### src/rtl/y86_seq_controller.sv
// Multi-cycle Y86 control unit: FETCH/EXEC/MEM/WB/STOP sequencer with
// condition codes, cmov/jump evaluation, memory timeout and status.
// Outputs are registered: each edge loads the decode of the state being entered.
module y86_seq_controller #(
  parameter int ADDR_W         = 32,
  parameter int TIMEOUT_CYCLES = 255
) (
  input  logic       clk,
  input  logic       reset_n,
  input  logic [3:0] icode,
  input  logic [3:0] ifun,
  input  logic [3:0] rA,
  input  logic [3:0] rB,
  input  logic       instr_valid,
  output logic       instr_ready,
  input  logic       alu_zf,
  input  logic       alu_sf,
  input  logic       alu_of,
  input  logic       mem_ready,
  output logic [3:0] srcA,
  output logic [3:0] srcB,
  output logic [3:0] dstE,
  output logic [3:0] dstM,
  output logic       reg_we_e,
  output logic       reg_we_m,
  output logic       aluASelect,
  output logic       aluBSelect,
  output logic [1:0] alufun,
  output logic       mem_rd,
  output logic       mem_wr,
  output logic       pc_we,
  output logic       pc_sel,
  output logic [2:0] cc,
  output logic [1:0] stat,
  output logic       halt
);
  typedef enum logic [2:0] {S_FETCH, S_EXEC, S_MEM, S_WB, S_STOP} st_t;
  localparam int CW = $clog2(TIMEOUT_CYCLES + 1);

  st_t          st, st_n;
  logic [3:0]   ic_q, fn_q, ic_n, fn_n, ra_n, rb_n;
  logic         cnd_q, cnd_n;
  logic [2:0]   cc_n;
  logic [1:0]   stat_n;
  logic [CW-1:0] wcnt, wcnt_n;
  logic         rdy_n, we_e_n, we_m_n, as_n, bs_n, rd_n, wr_n, pw_n, ps_n, hlt_n;
  logic [3:0]   de_n, dm_n;
  logic [1:0]   fn_alu_n;
  logic         illegal;

  // Y86 condition table over {ZF,SF,OF}
  function automatic logic cond(input logic [3:0] f, input logic [2:0] c);
    logic z, s, o;
    {z, s, o} = c;
    case (f)
      4'd0:    cond = 1'b1;
      4'd1:    cond = (s ^ o) | z;
      4'd2:    cond = s ^ o;
      4'd3:    cond = z;
      4'd4:    cond = ~z;
      4'd5:    cond = ~(s ^ o);
      4'd6:    cond = ~(s ^ o) & ~z;
      default: cond = 1'b0;
    endcase
  endfunction

  // classify the offered instruction
  always_comb begin
    illegal = 1'b0;
    case (icode)
      4'h0, 4'h1:       illegal = 1'b0;
      4'h2, 4'h7:       illegal = (ifun > 4'd6);
      4'h3, 4'h4, 4'h5: illegal = (ifun != 4'd0);
      4'h6:             illegal = (ifun > 4'd3);
      default:          illegal = 1'b1;
    endcase
  end

  // next state and next architectural state
  always_comb begin
    st_n = st; ic_n = ic_q; fn_n = fn_q; ra_n = srcA; rb_n = srcB;
    cnd_n = cnd_q; cc_n = cc; stat_n = stat; wcnt_n = wcnt;
    case (st)
      S_FETCH: if (instr_valid) begin
        ic_n = icode; fn_n = ifun; ra_n = rA; rb_n = rB;
        if (icode == 4'h0)  begin st_n = S_STOP; stat_n = 2'd1; end
        else if (illegal)   begin st_n = S_STOP; stat_n = 2'd3; end
        else                st_n = S_EXEC;
      end
      S_EXEC: begin
        cnd_n  = cond(fn_q, cc);
        if (ic_q == 4'h6) cc_n = {alu_zf, alu_sf, alu_of};
        wcnt_n = '0;
        st_n   = (ic_q == 4'h4 || ic_q == 4'h5) ? S_MEM : S_WB;
      end
      S_MEM: begin
        if (mem_ready) st_n = S_WB;
        else if (wcnt == CW'(TIMEOUT_CYCLES - 1)) begin st_n = S_STOP; stat_n = 2'd2; end
        else wcnt_n = wcnt + CW'(1);
      end
      S_WB:    st_n = S_FETCH;
      default: st_n = S_STOP;
    endcase
  end

  // output decode for the state being entered
  always_comb begin
    rdy_n = 1'b0; we_e_n = 1'b0; we_m_n = 1'b0; as_n = 1'b0; bs_n = 1'b0;
    rd_n = 1'b0; wr_n = 1'b0; pw_n = 1'b0; ps_n = 1'b0; hlt_n = 1'b0;
    de_n = 4'hF; dm_n = 4'hF; fn_alu_n = 2'd0;
    case (st_n)
      S_FETCH: rdy_n = 1'b1;
      S_EXEC: case (ic_n)
        4'h2:       begin bs_n = 1'b1; fn_alu_n = 2'd3; end
        4'h3:       begin as_n = 1'b1; bs_n = 1'b1; fn_alu_n = 2'd3; end
        4'h4, 4'h5: as_n = 1'b1;
        4'h6:       fn_alu_n = fn_n[1:0];
        default:    ;
      endcase
      S_MEM: begin wr_n = (ic_n == 4'h4); rd_n = (ic_n == 4'h5); end
      S_WB: begin
        pw_n = 1'b1;
        case (ic_n)
          4'h2:       if (cnd_n) begin de_n = rb_n; we_e_n = 1'b1; end
          4'h3, 4'h6: begin de_n = rb_n; we_e_n = 1'b1; end
          4'h5:       begin dm_n = ra_n; we_m_n = 1'b1; end
          4'h7:       ps_n = cnd_n;
          default:    ;
        endcase
      end
      default: hlt_n = 1'b1;
    endcase
  end

  // state, latched fields and registered outputs
  always_ff @(posedge clk or negedge reset_n) begin
    if (!reset_n) begin
      st <= S_FETCH; ic_q <= 4'h0; fn_q <= 4'h0; cnd_q <= 1'b0; wcnt <= '0;
      srcA <= 4'h0; srcB <= 4'h0; cc <= 3'b100; stat <= 2'd0; halt <= 1'b0;
      instr_ready <= 1'b1; dstE <= 4'hF; dstM <= 4'hF; reg_we_e <= 1'b0; reg_we_m <= 1'b0;
      aluASelect <= 1'b0; aluBSelect <= 1'b0; alufun <= 2'd0;
      mem_rd <= 1'b0; mem_wr <= 1'b0; pc_we <= 1'b0; pc_sel <= 1'b0;
    end else begin
      st <= st_n; ic_q <= ic_n; fn_q <= fn_n; cnd_q <= cnd_n; wcnt <= wcnt_n;
      srcA <= ra_n; srcB <= rb_n; cc <= cc_n; stat <= stat_n; halt <= hlt_n;
      instr_ready <= rdy_n; dstE <= de_n; dstM <= dm_n; reg_we_e <= we_e_n; reg_we_m <= we_m_n;
      aluASelect <= as_n; aluBSelect <= bs_n; alufun <= fn_alu_n;
      mem_rd <= rd_n; mem_wr <= wr_n; pc_we <= pw_n; pc_sel <= ps_n;
    end
  end
endmodule

### config.mk
export PLATFORM = sky130hd
export DESIGN_NAME = y86_seq_controller
export DESIGN_NICKNAME = d
export VERILOG_FILES = /design/src/rtl/y86_seq_controller.sv
export SDC_FILE = /design/constraint.sdc
export NUM_CORES = 1
export LEC_CHECK = 0
export ABC_AREA = 1
export BUFFER_PORTS_ARGS = -buffer_cell sky130_fd_sc_hd__buf_4
export CORE_MARGIN = 1
export CORE_UTILIZATION = 40
export CTS_BUF_LIST = sky130_fd_sc_hd__clkbuf_4 sky130_fd_sc_hd__clkbuf_8 sky130_fd_sc_hd__clkbuf_16
export CTS_CLUSTER_SIZE = 28
export DETAILED_ROUTE_END_ITERATION = 10
export PLACE_DENSITY = 0.68
export SETUP_SLACK_MARGIN = 0.2
export SLEW_MARGIN = 25
export SYNTH_ARGS = -nofsm -noshare
export SYNTH_HDL_FRONTEND = slang
export SYNTH_SLANG_ARGS = --single-unit
### constraint.sdc
create_clock -name clk -period 2.2 [get_ports clk]
set_clock_uncertainty 0.05 [all_clocks]
set_input_delay 0.11 -clock clk [delete_from_list [all_inputs] [get_ports clk]]
set_output_delay 0.11 -clock clk [all_outputs]
set_load 0.02 [all_outputs]
==> flow_metrics.tcl, run 1 <==
set metrics [dict create \
    final.min_clock_period_ns 1.71 \
    synthArstFlopShare_pct 100 \
    place_area_um2 3020 \
    ios 56 \
    cp.required_ns 2.32 \
    drc 0 \
    tightest_slew_ns 0.657 \
    root_buffer "clkbuf_8" \
    cts_tree "done" \
    nets 389 \
    routed_wl_um 5420 \
    critPathKind "flip-flop to flip-flop" \
    grt_max_degree 54 \
    ys_ff_latch 53 \
    rsz0062_at_grt "no" \
    die_h_um 81.6 \
    pre_cts_ws_ns 0.487 \
    start_util_pct 42.0 \
    fmax_ghz 0.584 \
    core.rowCount 28 \
    worstHoldStart "alu_sf" \
    maxCapViolCount 0 \
    hold_viol_final 0 \
    yosys_warnings 0 \
    cts_sinks 53 \
    ctsResizeCount 0 \
    grt_pass1_vias 1978 \
    start_kind "flip-flop" \
    most-common-layout-cells "nand2_1, buf_4, dfrtp_1" \
    grt_pass1_wl_um 8890 \
    dieWidth_um 81.6 \
    h-tree-depth 2 \
    hp-class "input pin to flip-flop" \
    first_iter_violations 91 \
    design_area_um2 3190 \
    io_buffers 55 \
    antenna_found_initial 0 \
    synth-edff-count 0 \
    finalCritPeriodShare_pct 77.8 \
    antennaDiodeCount 0 \
    endpoint_kind "flip-flop" \
    syn_nets 322 \
    ys.flop_type "dfrtp_1" \
    power_per_cell_area_nw_per_um2 514 \
    viasPerCell 4.77 \
    final_common_cell "nand2_1" \
    power.leakage_nw 1.66 \
    syn_to_final_growth_pct 25.9 \
    syn_area_per_cell_um2 8.53 \
    drt_first_pass_iters 5 \
    clk_pin_slew_worst_paths_ns 0.10 \
    clock_latency_ns 0.30 \
    drive_above_1_share_pct 29.9 \
    route.vias.total 2097 \
    track_usage_pct 17.5 \
    cp.arrival_ns 1.84 \
    fin_setup_tns_ns 0 \
    path_max_fanout 15 \
    coreArea_um2 6030 \
    slew_headroom_pct 56.2 \
    peakVddDrop_mv 0.340 \
    cts_buffers 5 \
    postLayoutCoreUtil_pct 52.9 \
    wl_per_cell_um 12.3 \
    dp_hpwl_um 4020 \
    grt.overflow.total 0 \
    place_congestion 0.821 \
    layout_setup_ws_ns 0.488 \
    ant_nets 0 \
    crit_start "st[2]$_DFF_PN0_" \
    yosysUniqueCellTypes 28 \
    synth-seq-area-share_pct 52.8 \
    timing.rr.start "st[2]$_DFF_PN0_" \
    dieArea_um2 6660 \
    outcome "finished, final reports clean" \
    setup_violations 0 \
    clockBufferDepth 2 \
    syn_area_um2 2530 \
    syn_inst 297 \
    final_max_slew_viol_count 0 \
]
[flip-flops by register name, indices dropped and copies added (netlist names), 2 cells and up]
| register | cells |
|---|---|
| alufun | 2 |
| st | 3 |
| dstM | 4 |
| dstE | 4 |
| ic_q | 4 |
| wcnt | 8 |
| cc | 3 |
| srcA | 4 |
| fn_q | 4 |
| stat | 2 |
| srcB | 4 |
[synthesized netlist by cell type (all sizes together) (2+ instances only)]
cell type / number / area share (%)
nand2: 91 / 15
inv: 40 / 5.9
nand3: 20 / 4.4
dfrtp: 43 / 42
nand4: 9 / 2.2
nor2: 40 / 8.2
nor3: 4 / 1.2
xor2: 4 / 1.4
dfstp: 10 / 10
a21oi: 5 / 0.99
buf: 4 / 1.3
o21ai: 17 / 3.5
ha: 2 / 0.99
or2: 5 / 1.2
[worst max-delay path, stage by stage, from the launching register on]
cell	delay (ns)
dfrtp_1	0.46
nor2_4	0.18
nand3_4	0.19
nand2_1	0.10
nand2_1	0.14
nand3_1	0.22
o21ai_2	0.12
nand2_1	0.09
nor2_1	0.04
[what timing repair did]
action                    in CTS  in global routing
hold buffers                   8                  0
setup buffers                  0                  0
hold endpoints to repair      50                  0
[cells by family after synthesis]
group | after synthesis | share of synthesized area, %
and+or+nand+nor | 170 | 32.4
DFF | 53 | 52.8
xor gates and xnor gates | 4 | 1.38
adders and majority gates | 2 | 0.987
buffers and inverters | 44 | 7.21
muxes | 1 | 0.444
AOI/OAI and AO/OA | 23 | 4.74
[per-layer routing]
layer  GRT usage (%)  share of wire, %  vias to the layer above
li1                -                 -                     1057
met1            21.8                46                      995
met5               0                 0                        -
met3            3.11               4.8                        2
met2            31.7                49                       43
met4            3.16              0.28                        0
[worst paths after layout]
kind / to / slack, ns / cells after the start
worst max register to register: reg_we_e$_DFF_PN0_ / 0.49 / 8
worst min-delay path: cc[1]$_DFFE_PN0P_ / 0.01 / 3
max in group asynchronous: ic_q[0]$_DFF_PN0_ / 1.31 / 2
min in group asynchronous: cc[0]$_DFFE_PN0P_ / 0.31 / 2
worst min register to register: stat[0]$_DFFE_PN0P_ / 0.48 / 2
worst max-delay path: reg_we_e$_DFF_PN0_ / 0.49 / 8
[area by class of cell]
type                            count  area, um2
Clock inverter                      3       25.0
Multi-Input combinational cell    200       1010
Inverter                           40        150
Timing Repair Buffer               64        500
Tap cell                           75       93.8
Fill cell                         569       2840
Clock buffer                        5       68.8
Sequential cell                    53       1340
[power breakdown]
part / total, mW / internal (mW) / switching [mW]
Combinational: 0.0975 / 0.0469 / 0.0506
Sequential: 0.981 / 0.978 / 0.00288
Clock: 0.560 / 0.230 / 0.330
Total: 1.64 / 1.26 / 0.383
[per-stage QoR]
stage               total power [mW]  hold slack [ns]  cells
global placement                1.09            0.135    424
floorplan                       1.02           -0.236    297
CTS                             1.66          0.00764    440
detailed placement              1.09            0.133    424
finish                          1.64           0.0108    440
global route                    1.72           0.0454    440
(Power assumes the default switching activity.)
==> run 2, diff against run 1 <==
==> constraint.sdc (replaced) <==
create_clock -name clk -period 1.58 [get_ports clk]
set_clock_uncertainty 0.05 [all_clocks]
set_input_delay 0.079 -clock clk [delete_from_list [all_inputs] [get_ports clk]]
set_output_delay 0.079 -clock clk [all_outputs]
set_load 0.02 [all_outputs]
==> flow_metrics.tcl, run 2 (same netlist as run 1, synthesis figures left out) <==
set metrics [dict create \
    clk_pin_slew_worst_paths_ns 0.10 \
    fin_setup_tns_ns -0.0769 \
    io_buffers 55 \
    maxCapViolCount 0 \
    power_per_cell_area_nw_per_um2 610 \
    grt_pass1_vias 2146 \
    final_common_cell "buf_4" \
    grt.overflow.total 0 \
    root_buffer "clkbuf_8" \
    antenna_found_initial 0 \
    final.min_clock_period_ns 1.60 \
    setup_violations 5 \
    dieArea_um2 6660 \
    start_kind "flip-flop" \
    rsz0062_at_grt "yes" \
    area.sequential_um2 1340 \
    cts_buffers 5 \
    dieWidth_um 81.6 \
    drt_first_pass_iters 4 \
    drc 0 \
    h-tree-depth 2 \
    syn_to_final_growth_pct 48.8 \
    cp.required_ns 1.77 \
    clockBufferDepth 2 \
    grt_pass1_wl_um 9610 \
    track_usage_pct 19.4 \
    postLayoutCoreUtil_pct 62.6 \
    hp-class "input pin to flip-flop" \
    route.vias.total 2303 \
    top_register "wcnt" \
    finalPower_mw 2.30 \
    most-common-layout-cells "buf_4, nand2_1, dfrtp_1" \
    layout_setup_ws_ns -0.0226 \
    coreArea_um2 6030 \
    tightest_slew_ns 0.655 \
    nets 425 \
    hold_viol_final 0 \
    outcome "finished, violations left" \
    dp_hpwl_um 4050 \
    wl_per_cell_um 13.6 \
    grt_max_degree 54 \
    ant_nets 0 \
    ff2ff_setup_slack_ns -0.02 \
    start_util_pct 42.0 \
    critPathKind "flip-flop to flip-flop" \
    endpoint_kind "flip-flop" \
    slew_headroom_pct 56.3 \
    die_h_um 81.6 \
    cp.arrival_ns 1.80 \
    fillers 521 \
    violations "setup timing" \
    path_max_fanout 5 \
    core.rowCount 28 \
    first_iter_violations 112 \
    viasPerCell 4.84 \
    fmax_ghz 0.624 \
    place_congestion 0.840 \
    ios 56 \
    clock_latency_ns 0.31 \
    cts_tree "done" \
    power.leakage_nw 1.88 \
    antennaDiodeCount 0 \
    largest_reg_flops 8 \
    peakVddDrop_mv 0.459 \
    routed_wl_um 6460 \
    finalCritPeriodShare_pct 101 \
    cts_sinks 53 \
    final_max_slew_viol_count 0 \
    drive_above_1_share_pct 47.1 \
    multi_input_area_um2 1260 \
]
## run 2: per-stage QoR
| step | hold slack [ns] | setup slack (ns) | area [um2] | std cells |
|---|---|---|---|---|
| floorplan | -0.267 | 0.164 | 2540 | 297 |
| global placement | 0.104 | 0.0121 | 3110 | 436 |
| detailed placement | 0.107 | -0.0195 | 3110 | 436 |
| CTS | 0.00636 | 0.0129 | 3570 | 467 |
| global route | 0.0317 | -0.117 | 3770 | 476 |
| finish | 0.0301 | -0.0226 | 3770 | 476 |
## run 2: final timing paths
| kind | cells after the start | endpoint | start |
|---|---|---|---|
| max reg2reg | 10 | dstM[1]$_DFF_PN1_ | st[2]$_DFF_PN0_ |
| min in group asynchronous | 2 | cc[1]$_DFFE_PN0P_ | reset_n |
| min reg2reg | 2 | fn_q[2]$_DFFE_PN0P_ | fn_q[2]$_DFFE_PN0P_ |
| max in group asynchronous | 2 | st[1]$_DFF_PN0_ | reset_n |
| max | 10 | dstM[1]$_DFF_PN1_ | st[2]$_DFF_PN0_ |
| min | 4 | srcA[1]$_DFF_PN0_ | rA[1] |
## run 2: where the power goes
group          total, mW  switching (mW)  internal (mW)
logic              0.147          0.0764         0.0704
registers           1.37         0.00415           1.36
clock network      0.787           0.466          0.321
total               2.30           0.546           1.75
## run 2: timing repair
action                                  in CTS  in global routing
pin swaps                                   30                 23
endpoints found under the setup margin      37                 43
gates cloned                                 2                  0
hold buffers                                10                  0
hold endpoints to repair                    52                  0
gates resized for setup                     45                 38
setup buffers                               11                  9
## run 2: worst max-delay path: stages, from the launching register on
cell and delay (ns):
dfrtp_2 0.46, nor2_4 0.18, nand3_4 0.12, nand2_4 0.08, nand2_4 0.07, inv_4 0.08
nand2_4 0.07, nor2_4 0.14, nand2_4 0.08, nor2_4 0.14, nand2_1 0.07
## run 2: final cells by class
type / instances / share of cell area (%)
Timing Repair Buffer: 98 / 21.6
Sequential cell: 53 / 35.6
Clock inverter: 3 / 0.664
Multi-Input combinational cell: 202 / 33.4
Tap cell: 75 / 2.49
Inverter: 40 / 4.38
Clock buffer: 5 / 1.82
## run 2: layer usage
metal / vias up / global-route usage, % / wire [um]
li1: 1139 / - / -
met1: 1104 / 22.5 / 2640
met2: 53 / 36.9 / 3500
met3: 7 / 3.67 / 273
met4: 0 / 4.21 / 45
met5: - / 0 / 0
==> run 3, diff against run 2 <==
--- a/config.mk
+++ b/config.mk
@@ -5,14 +5,14 @@
 export SDC_FILE = /design/constraint.sdc
 export NUM_CORES = 1
 export LEC_CHECK = 0
-export ABC_AREA = 1
+export ABC_AREA = 0
 export BUFFER_PORTS_ARGS = -buffer_cell sky130_fd_sc_hd__buf_4
 export CORE_MARGIN = 1
 export CORE_UTILIZATION = 40
 export CTS_BUF_LIST = sky130_fd_sc_hd__clkbuf_4 sky130_fd_sc_hd__clkbuf_8 sky130_fd_sc_hd__clkbuf_16
 export CTS_CLUSTER_SIZE = 28
 export DETAILED_ROUTE_END_ITERATION = 10
-export PLACE_DENSITY = 0.68
+export PLACE_DENSITY = 0.69
 export SETUP_SLACK_MARGIN = 0.2
 export SLEW_MARGIN = 25
 export SYNTH_ARGS = -nofsm -noshare
==> flow_metrics.tcl, run 3 <==
set metrics [dict create \
    power.leakage_nw 1.78 \
    syn_area_per_cell_um2 12.1 \
    antennaDiodeCount 0 \
    p_seq_share_pct 40.3 \
    core.rowCount 27 \
    ys_top_cells_by_area "dfrtp_1, dfstp_2, mux2_2" \
    violations "setup timing" \
    timing.rr.start "st[0]$_DFF_PN0_" \
    grt_pass1_vias 2194 \
    routed_wl_um 7210 \
    nets 357 \
    hp-class "input pin to flip-flop" \
    setup_violations 45 \
    antenna_found_initial 0 \
    final.min_clock_period_ns 1.96 \
    dieArea_um2 6120 \
    yosysMostFrequentCell "dfrtp_1" \
    maxCapViolCount 0 \
    dp_hpwl_um 4000 \
    grt.overflow.total 0 \
    cp.arrival_ns 2.14 \
    cts_sinks 53 \
    viasPerCell 5.07 \
    top_register "wcnt" \
    combPwrFrac_pct 41.4 \
    dieWidth_um 78.3 \
    syn_nets 218 \
    synth-edff-count 0 \
    p_int_mw 2.85 \
    syn_area_um2 2330 \
    p_sw_share_pct 35.0 \
    grt_max_degree 54 \
    slew_headroom_pct 55.5 \
    syn_inst 193 \
    ys_ff_latch 53 \
    place_congestion 0.832 \
    critPathKind "flip-flop to flip-flop" \
    path_max_fanout 3 \
    final_max_slew_viol_count 0 \
    crit_start "st[0]$_DFF_PN0_" \
    outcome "finished, violations left" \
    tightest_slew_ns 0.668 \
    root_buffer "clkbuf_8" \
    peakVddDrop_mv 0.889 \
    route.vias.total 2054 \
    start_kind "flip-flop" \
    power_frac_clock_pct 18.3 \
    start_util_pct 42.0 \
    finalPower_mw 4.38 \
    post-synth-top-area-cell "dfrtp_1" \
    cts_buffers 5 \
    drive_above_1_share_pct 62.8 \
    layout_setup_ws_ns -0.380 \
    fmax_ghz 0.510 \
    first_iter_violations 108 \
    drc 0 \
    cp.required_ns 1.76 \
    cts_tree "done" \
    yosys-top-cells-count "dfrtp_1, mux2_2, nor2_1, nand2_1, dfstp_2" \
    fillers 375 \
    track_usage_pct 22.7 \
    multi_input_area_um2 1320 \
    hold_viol_final 0 \
    finalCritPeriodShare_pct 124 \
    synth-seq-area-share_pct 57.6 \
    ant_nets 0 \
    ys.flop_type "dfrtp_1" \
    power_per_cell_area_nw_per_um2 1080 \
    coreArea_um2 5540 \
    io_buffers 55 \
    yosys_warnings 0 \
    worstHoldStart "icode[1]" \
    die_h_um 78.3 \
    drt_first_pass_iters 4 \
    most-common-layout-cells "buf_4, dfrtp_1, buf_6" \
    clockBufferDepth 2 \
    fin_setup_tns_ns -8.74 \
    wl_per_cell_um 17.8 \
    yosysTopAreaCellShare_pct 46.3 \
    clk_pin_slew_worst_paths_ns 0.10 \
    endpoint_kind "flip-flop" \
    yosysUniqueCellTypes 43 \
    p_switching_mw 1.53 \
    h-tree-depth 2 \
    clock_latency_ns 0.31 \
    syn_to_final_growth_pct 74.6 \
    synthArstFlopShare_pct 100 \
    area.sequential_um2 1340 \
    grt_pass1_wl_um 10600 \
    ios 56 \
    final_common_cell "buf_4" \
    largest_reg_flops 8 \
    rsz0062_at_grt "yes" \
]
==> run 3: cell types whose count changed in the layout (fill, tap and decap cells not counted), sizes merged, moves of 7 or more <==
cell / previous run / this run
nand3: 20 / 5
nand2: 91 / 14
nand4: 9 / 1
xnor2: 0 / 7
mux2: 1 / 16
nand2b: 0 / 9
o21ai: 17 / 4
buf: 88 / 120
dlygate4sd3: 10 / 18
inv: 40 / 8
nor2: 42 / 16
==> run 3: final timing paths <==
kind | to | slack [ns] | depth (start not counted)
hold reg to reg | srcB[3]$_DFF_PN0_ | 0.48 | 2
min in group asynchronous | wcnt[6]$_DFFE_PN0P_ | 0.30 | 2
max in group asynchronous | reg_we_e$_DFF_PN0_ | 0.75 | 2
setup / recovery | dstM[0]$_DFF_PN1_ | -0.38 | 5
hold / removal | ic_q[1]$_DFF_PN0_ | 0.11 | 3
setup reg to reg | dstM[0]$_DFF_PN1_ | -0.38 | 5
==> run 3: routing by layer <==
layer	vias to the layer above	track usage (%)	wire length (um)
met5	-	0	0
met4	0	6.48	164
met3	14	3.72	282
met2	61	42.0	3970
met1	1025	27.0	2790
li1	954	-	-
==> run 3: power by group through the flow <==
stage	Clock [mW]	Combinational (mW)	Sequential (mW)
2_1_floorplan	0	0.562	1.86
3_3_place_gp	0	1.25	1.74
3_5_place_dp	0	1.27	1.75
4_1_cts	0.811	1.51	1.74
5_1_grt	0.866	1.92	1.79
6_report	0.802	1.82	1.77
==> run 3: final cells by class <==
type / instances / share of cell area [%]
clock inverter: 3 / 0.616
sequential: 53 / 33.0
tap: 72 / 2.22
timing repair buffer: 138 / 29.3
clock buffer: 5 / 1.69
multi-input combinational: 127 / 32.6
inverter: 7 / 0.647
==> run 3: logic make-up (layout without fill, tap and decap cells) <==
group,after synthesis,after routing,synth area share [%]
multiplexers,21,21,9.90
AND/OR/NAND/NOR,66,66,16.2
flip-flops,53,53,57.6
XOR/XNOR,7,7,2.64
buffers and inverters,13,153,2.74
adder cells (fa/ha/maj),2,2,1.08
AO/OA/AOI/OAI,31,31,9.90
==> run 3: critical path: stages (launching register included) <==
cell	delay, ns
dfrtp_1	0.43
nor4b_4	0.39
buf_4	0.21
buf_6	0.10
mux2_4	0.30
or4_4	0.41
==> run 3: repair_timing <==
item | 4_1_cts | 5_1_grt
pin swaps | 22 | 17
cloned | 0 | 0
endpoints found under the setup margin | 52 | 52
gates resized for setup | 58 | 41
endpoints found under the hold margin | 61 | 0
hold buffers | 18 | 0
buffers inserted | 18 | 8
==> run 3: through the flow <==
step / cell area [um2] / hold slack (ns) / setup slack (ns) / utilization, % / instances
after floorplan: 2390 / -0.267 / -0.359 / - / 193
after global placement: 3140 / 0.105 / -0.247 / 56.6 / 353
after CTS: 3780 / 0.0838 / -0.315 / 68.3 / 397
after detailed placement: 3140 / 0.108 / -0.368 / 56.6 / 353
final: 4060 / 0.115 / -0.380 / 73.3 / 405
after global routing: 4060 / 0.115 / -0.485 / 73.3 / 405
